[config.mk]
export PLATFORM = sky130hd
export DESIGN_NAME = mul_unit
export DESIGN_NICKNAME = d
export VERILOG_FILES = /design/src/rtl/mul_pkg.sv /design/src/rtl/mul_shift_add_dp.sv /design/src/rtl/mul_unit.sv
export SDC_FILE = /design/constraint.sdc
export NUM_CORES = 1
export LEC_CHECK = 0
export ABC_AREA = 1
export CAP_MARGIN = 20
export CORE_ASPECT_RATIO = 2
export CORE_MARGIN = 1.5
export CORE_UTILIZATION = 55
export DETAILED_ROUTE_END_ITERATION = 10
export PLACE_DENSITY = 0.93
export SETUP_SLACK_MARGIN = 0.3
export SYNTH_ARGS = -nofsm -noshare
export SYNTH_HDL_FRONTEND = slang
export SYNTH_SLANG_ARGS = --single-unit
[constraint.sdc]
create_clock -name clk -period 2.9 [get_ports clk]
set_input_delay 0.58 -clock clk [delete_from_list [all_inputs] [get_ports clk]]
set_output_delay 0.58 -clock clk [all_outputs]
set_load 0.1 [all_outputs]
[src/rtl/mul_pkg.sv]
// Shared definitions for the iterative shift-add multiplier.
// Optional build macro: MUL_EARLY_EXIT_EN (see mul_unit.sv).
package mul_pkg;

   localparam int unsigned WIDTH_DEF  = 32;
   localparam int unsigned ADDR_W_DEF = 4;

   // r15 is the PC; writeback to it is suppressed
   localparam logic [3:0] PC_REG = 4'd15;

   localparam int unsigned CNT_W_DEF = $clog2(WIDTH_DEF);

   typedef enum logic [1:0] {
      StIdle = 2'd0,
      StRun  = 2'd1,
      StWb   = 2'd2
   } mul_state_e;

   // Iteration counter width for a given operand width
   function automatic int unsigned cnt_width(input int unsigned w);
      return (w > 1) ? $clog2(w) : 1;
   endfunction

endpackage

[src/rtl/mul_shift_add_dp.sv]
// Shift-add datapath: multiplicand, multiplier and product registers plus the step adder.
// The product register is preloaded with the accumulate addend, so the final step
// result is already a*b+acc modulo 2^WIDTH.
module mul_shift_add_dp
   import mul_pkg::*;
#(
   parameter int unsigned WIDTH = WIDTH_DEF
) (
   input  logic             clk,
   input  logic             rst,
   input  logic             load,
   input  logic             step,
   input  logic [WIDTH-1:0] op_a,
   input  logic [WIDTH-1:0] op_b,
   input  logic [WIDTH-1:0] acc_init,
   output logic [WIDTH-1:0] prod_next,
   output logic             mult_next_zero
);

   logic [WIDTH-1:0] mcand_q;
   logic [WIDTH-1:0] mult_q;
   logic [WIDTH-1:0] prod_q;
   logic [WIDTH-1:0] addend;

   // Step adder and early-termination detect for the current iteration
   always_comb begin
      addend         = mult_q[0] ? mcand_q : '0;
      prod_next      = prod_q + addend;
      mult_next_zero = ((mult_q >> 1) == '0);
   end

   // Operand latch on load, shift/accumulate on each step
   always_ff @(posedge clk) begin
      if (rst) begin
         mcand_q <= '0;
         mult_q  <= '0;
         prod_q  <= '0;
      end else if (load) begin
         mcand_q <= op_a;
         mult_q  <= op_b;
         prod_q  <= acc_init;
      end else if (step) begin
         mcand_q <= mcand_q << 1;
         mult_q  <= mult_q >> 1;
         prod_q  <= prod_next;
      end
   end

endmodule

[src/rtl/mul_unit.sv]
// Iterative multiplier (MUL / MLA) producing registerFile write-port signals.
// Build macro MUL_EARLY_EXIT_EN: when defined, RUN ends as soon as the remaining
// multiplier bits are all zero; otherwise RUN always lasts WIDTH cycles.
module mul_unit
   import mul_pkg::*;
#(
   parameter int unsigned WIDTH  = WIDTH_DEF,
   parameter int unsigned ADDR_W = ADDR_W_DEF
) (
   input  logic              clk,
   input  logic              rst,
   input  logic              start,
   input  logic [WIDTH-1:0]  op_a,
   input  logic [WIDTH-1:0]  op_b,
   input  logic [WIDTH-1:0]  acc,
   input  logic              acc_en,
   input  logic [ADDR_W-1:0] dest,
   output logic              busy,
   output logic              we3,
   output logic [ADDR_W-1:0] wa3,
   output logic [WIDTH-1:0]  wd3,
   output logic              flag_n,
   output logic              flag_z,
   output logic              done
);

   localparam int unsigned CntW = cnt_width(WIDTH);
   localparam logic [CntW-1:0] CntMax = CntW'(WIDTH - 1);

`ifdef MUL_EARLY_EXIT_EN
   localparam bit EarlyExit = 1'b1;
`else
   localparam bit EarlyExit = 1'b0;
`endif

   mul_state_e        state_q;
   logic [CntW-1:0]   count_q;
   logic [ADDR_W-1:0] dest_q;

   logic             load;
   logic             step;
   logic             last;
   logic [WIDTH-1:0] acc_init;
   logic [WIDTH-1:0] prod_next;
   logic             mult_next_zero;

   // Datapath control and end-of-run detection
   always_comb begin
      load     = (state_q == StIdle) && start;
      step     = (state_q == StRun);
      acc_init = acc_en ? acc : '0;
      last     = (count_q == CntMax) || (EarlyExit && mult_next_zero);
   end

   mul_shift_add_dp #(
      .WIDTH (WIDTH)
   ) u_dp (
      .clk            (clk),
      .rst            (rst),
      .load           (load),
      .step           (step),
      .op_a           (op_a),
      .op_b           (op_b),
      .acc_init       (acc_init),
      .prod_next      (prod_next),
      .mult_next_zero (mult_next_zero)
   );

   // Control FSM with registered writeback outputs; wa3/wd3/flags hold outside WB
   always_ff @(posedge clk) begin
      if (rst) begin
         state_q <= StIdle;
         count_q <= '0;
         dest_q  <= '0;
         busy    <= 1'b0;
         we3     <= 1'b0;
         done    <= 1'b0;
         wa3     <= '0;
         wd3     <= '0;
         flag_n  <= 1'b0;
         flag_z  <= 1'b0;
      end else begin
         we3  <= 1'b0;
         done <= 1'b0;
         case (state_q)
            StIdle: begin
               if (start) begin
                  dest_q  <= dest;
                  count_q <= '0;
                  busy    <= 1'b1;
                  state_q <= StRun;
               end
            end
            StRun: begin
               count_q <= count_q + CntW'(1);
               if (last) begin
                  state_q <= StWb;
                  done    <= 1'b1;
                  we3     <= (dest_q != ADDR_W'(PC_REG));
                  wa3     <= dest_q;
                  wd3     <= prod_next;
                  flag_n  <= prod_next[WIDTH-1];
                  flag_z  <= (prod_next == '0);
               end
            end
            StWb: begin
               busy    <= 1'b0;
               state_q <= StIdle;
            end
            default: begin
               busy    <= 1'b0;
               state_q <= StIdle;
            end
         endcase
      end
   end

endmodule

==> metrics.md <==
| Metric | Value |
|---|---|
| Overall routed net length | 32660 um |
| Lkg Pwr | 6.012 nW |
| DRC Markers | 0 |
| Worst relative slew slack | 63.26% |
| Crit Path Max Fanout | 8 |
| Hold Path Sink | count_q[4] |
| Initial cell density of the core | 55.85% |
| Critical path arrival | 3080 ps |
| R2R setup slack | 190 ps |
| YS warnings | 0 |
| Final Wtd Congestion | 1.061 |
| Cell mode on critical path | nand2_2 |
| Worst Path Required | 3270 ps |
| R2r worst-path depth | 18 |
| Share of the synthesized area in the top cell type | 32.55% |
| RSZ-0062 raised after global routing | yes |
| Core area | 16190 sq um |
| Tot Pwr | 6.034 mW |
| Htree depth | 4 |
| Post-layout min period | 2713 ps |
| Vias per cell | 5.807 |
| Reg clk slew, reported paths | 60 ps |
| Status | completed |
| CTS Sinks | 147 |
| Area growth from synthesis to layout | 34.39% |
| Chip Width | 93.66 um |
| Initial antenna violation count | 0 |
| Clock Path Buffers | 2 |
| Period utilization | 93.55% |
| # IOs | 145 |
| Synth Area per Inst | 6.200 sq um |
| Drt first pass iters | 8 |
| Worst Hold Class | reg2reg |
| Post-DRT Antenna Nets | 0 |
| Synthesized flop and latch total | 147 |
| Ranking of synthesized cells by area | dfxtp_1 (33%), nand2_1 (18%), inv_1 (11%) |
| Layout cells sized above 1 | 18.44% |
| Gr ovfl total | 0 |
| Type of origin of the critical path | flop |
| Post-synthesis cell type count | 37 |
| Post-synth net total | 1596 |
| Critical path launch point | u_dp.mult_q[0] |
| Worst slew pin tran | 551.1 ps |
| Later-pin clock latency in the skew report | 440 ps |
| Max_cap viols | 0 |
| Cell Rows | 66 |
| Worst-path cell chain | buf_8 > nand2_4 > inv_4 > ha_4 > fa_2 > nand2_2 > nand2_2 > nand3_2 > nand3b_1 > nand2_1 > nand3_1 > nor2_2 > nand2_2 > nor2_4 > nand2_4 > nor2_4 > nand2_2 > a21oi_2 |
| CTS tree | built |
| Sequential-to-total area share from yosys stat | 32.55% |
| Element type at the critical path end | flop |
| Worst hold path startpoint | count_q[4] |
| Fin util | 75.06% |
| R2r endpoint | flag_z |
| Crit Reg-Reg Startpoint | u_dp.mult_q[0] |
| Largest net degree at the start of global routing | 107 |
| Vias in the first global route | 10.25k |
| Vias | 10.48k |
| Post-synth EDFFs | 0 |
| FFs w/ async S/R, synth | 0% |
| Final setup vio count | 0 |
| PD cells | 496.7 nW/um^2 |
| Synth cell count leaders | nand2_1 (424), inv_1 (266), dfxtp_1 (147), o21ai_0 (115), a21oi_1 (111) |
| Initial DRC count | 894 |
| Max Slew Vio Count | 0 |
| Most common cell in the netlist | nand2_1 |
| Final Hold Violating Endpoints | 0 |
| Post-Syn Instances | 1458 |
| Prevailing post-synth register cell | dfxtp_1 |
| Hold-fix buffers, CTS | 0 |
| F_max | 368.6 MHz |
| Leading area contributor after synthesis | dfxtp_1 |
| Routed wire per std cell | 18.11 um |
| Worst Clk Skew | 12.07 ps |
| First-pass GRT wire length | 49360 um |
| Worst vdd ir | 0.0004714 V |
| Hpwl dp | 21820 um |
| Total CTS buffers | 17 |
| Root Driver | clkbuf_16 |
| Antenna diodes | 0 |
| Final #Nets | 1726 |
| IO buf count | 144 |
| Hold path depth | 2 |
| Post-Syn Area | 9040 sq um |
| CP max stage delay | 410 ps |
| Die ar. | 17260 sq um |
| Total track usage | 37.09% |
| Critical path type | reg2reg |
| Die Span Y | 184.3 um |
| CP max stage cell | fa_2 |
==> worst max path at each step <==
stage | endpoint | slack [ps] | cells past startpoint
2_1_floorplan | flag_z | 520 | 19
3_3_place_gp | flag_z | -110 | 18
3_5_place_dp | flag_z | -140 | 18
4_1_cts | flag_z | 240 | 18
5_1_grt | flag_z | 130 | 19
6_report | flag_z | 190 | 18
==> report_power, final <==
group	total [mW]	switching [mW]	internal (mW)	leakage [nW]
logic	1.39	0.825	0.568	4.52
registers	2.30	0.130	2.17	1.21
clock network	2.34	0.937	1.40	0.285
==> metal layers <==
layer | vias to the layer above | GRT usage (%) | wire [um]
met2 | 614 | 64.09 | 16360
met1 | 4789 | 38.03 | 10960
met5 | - | 0 | 0
li1 | 4849 | - | -
met4 | 0 | 28.36 | 2970
met3 | 223 | 8.127 | 2371
==> cell families (layout without fill, tap and decap cells) <==
group,count (synthesis),after routing,share of synthesized area (%)
adder cells (fa/ha/maj),34,34,4.789
XOR/XNOR,8,8,0.8582
buffers and inverters,341,483,14.42
AND/OR/NAND/NOR,629,629,29.05
flip-flops,147,147,32.55
AO/OA/AOI/OAI,299,299,18.33
==> area by class of cell <==
cell class	instances	area, sq um
flip-flops and latches	147	2947
clock buffers	20	456.7
repair buffers	178	1647
multi-input cells	970	5659
fillers	1203	4036
clock inverters	11	151.4
inverters	274	1033
well taps	204	255.2
==> registers in the layout, indices dropped and copies added, names as in the netlist, 2 cells and up <==
name	flops
u_dp.mcand_q	32
u_dp.mult_q	32
u_dp.prod_q	32
wd3	32
count_q	5
dest_q	4
wa3	4
state_q	2
==> worst max-delay path, delay by kind of cell (launching register included) <==
family                   cells  cell delay, ps
AND/OR/NAND/NOR             13            1430
AO/OA/AOI/OAI                1             120
adder cells (fa/ha/maj)      2             560
flip-flops                   1             370
buffers and inverters        2             170
==> metrics by stage <==
| stage | cell area (sq um) | instances | hold slack [ps] | setup slack [ps] | setup TNS, ps |
|---|---|---|---|---|---|
| 6_report | 12150 | 1804 | 478.7 | 186.9 | 0 |
| 5_1_grt | 12150 | 1804 | 502.1 | 133.6 | 0 |
| 4_1_cts | 11570 | 1799 | 476.5 | 241.8 | 0 |
| 3_5_place_dp | 10570 | 1760 | 468.2 | -137.6 | -137.6 |
| 3_3_place_gp | 10570 | 1760 | 452.4 | -108.9 | -108.9 |
| 2_1_floorplan | 9040 | 1458 | 441.0 | 515.3 | 0 |
==> what timing repair did <==
action,4_1_cts,5_1_grt
resized for setup,82,128
gates cloned,1,0
pin swaps,21,33
setup buffers,7,5
endpoints found under the setup margin,3,6
hold endpoints to repair,0,0
==> placed cells by master, fill, tap and decap left out, types with 5 or more instances in the layout <==
| master | n |
|---|---|
| a31oi_1 | 8 |
| o211ai_1 | 48 |
| nand3_4 | 5 |
| o21ai_1 | 8 |
| inv_2 | 14 |
| buf_4 | 69 |
| nand3_1 | 76 |
| nor2_4 | 19 |
| o21bai_1 | 5 |
| o21ai_0 | 114 |
| nand2_4 | 10 |
| nand4_1 | 9 |
| ha_4 | 25 |
| a21oi_2 | 15 |
| nor3_2 | 5 |
| clkdlybuf4s50_1 | 103 |
| clkbuf_16 | 17 |
| nand2_1 | 363 |
| nor2_1 | 43 |
| nor2_2 | 15 |
| ha_1 | 7 |
| dfxtp_1 | 146 |
| nand3b_1 | 11 |
| nand3_2 | 6 |
| nand2_2 | 59 |
| a21oi_1 | 97 |
| inv_1 | 257 |
(Power assumes the default switching activity.)
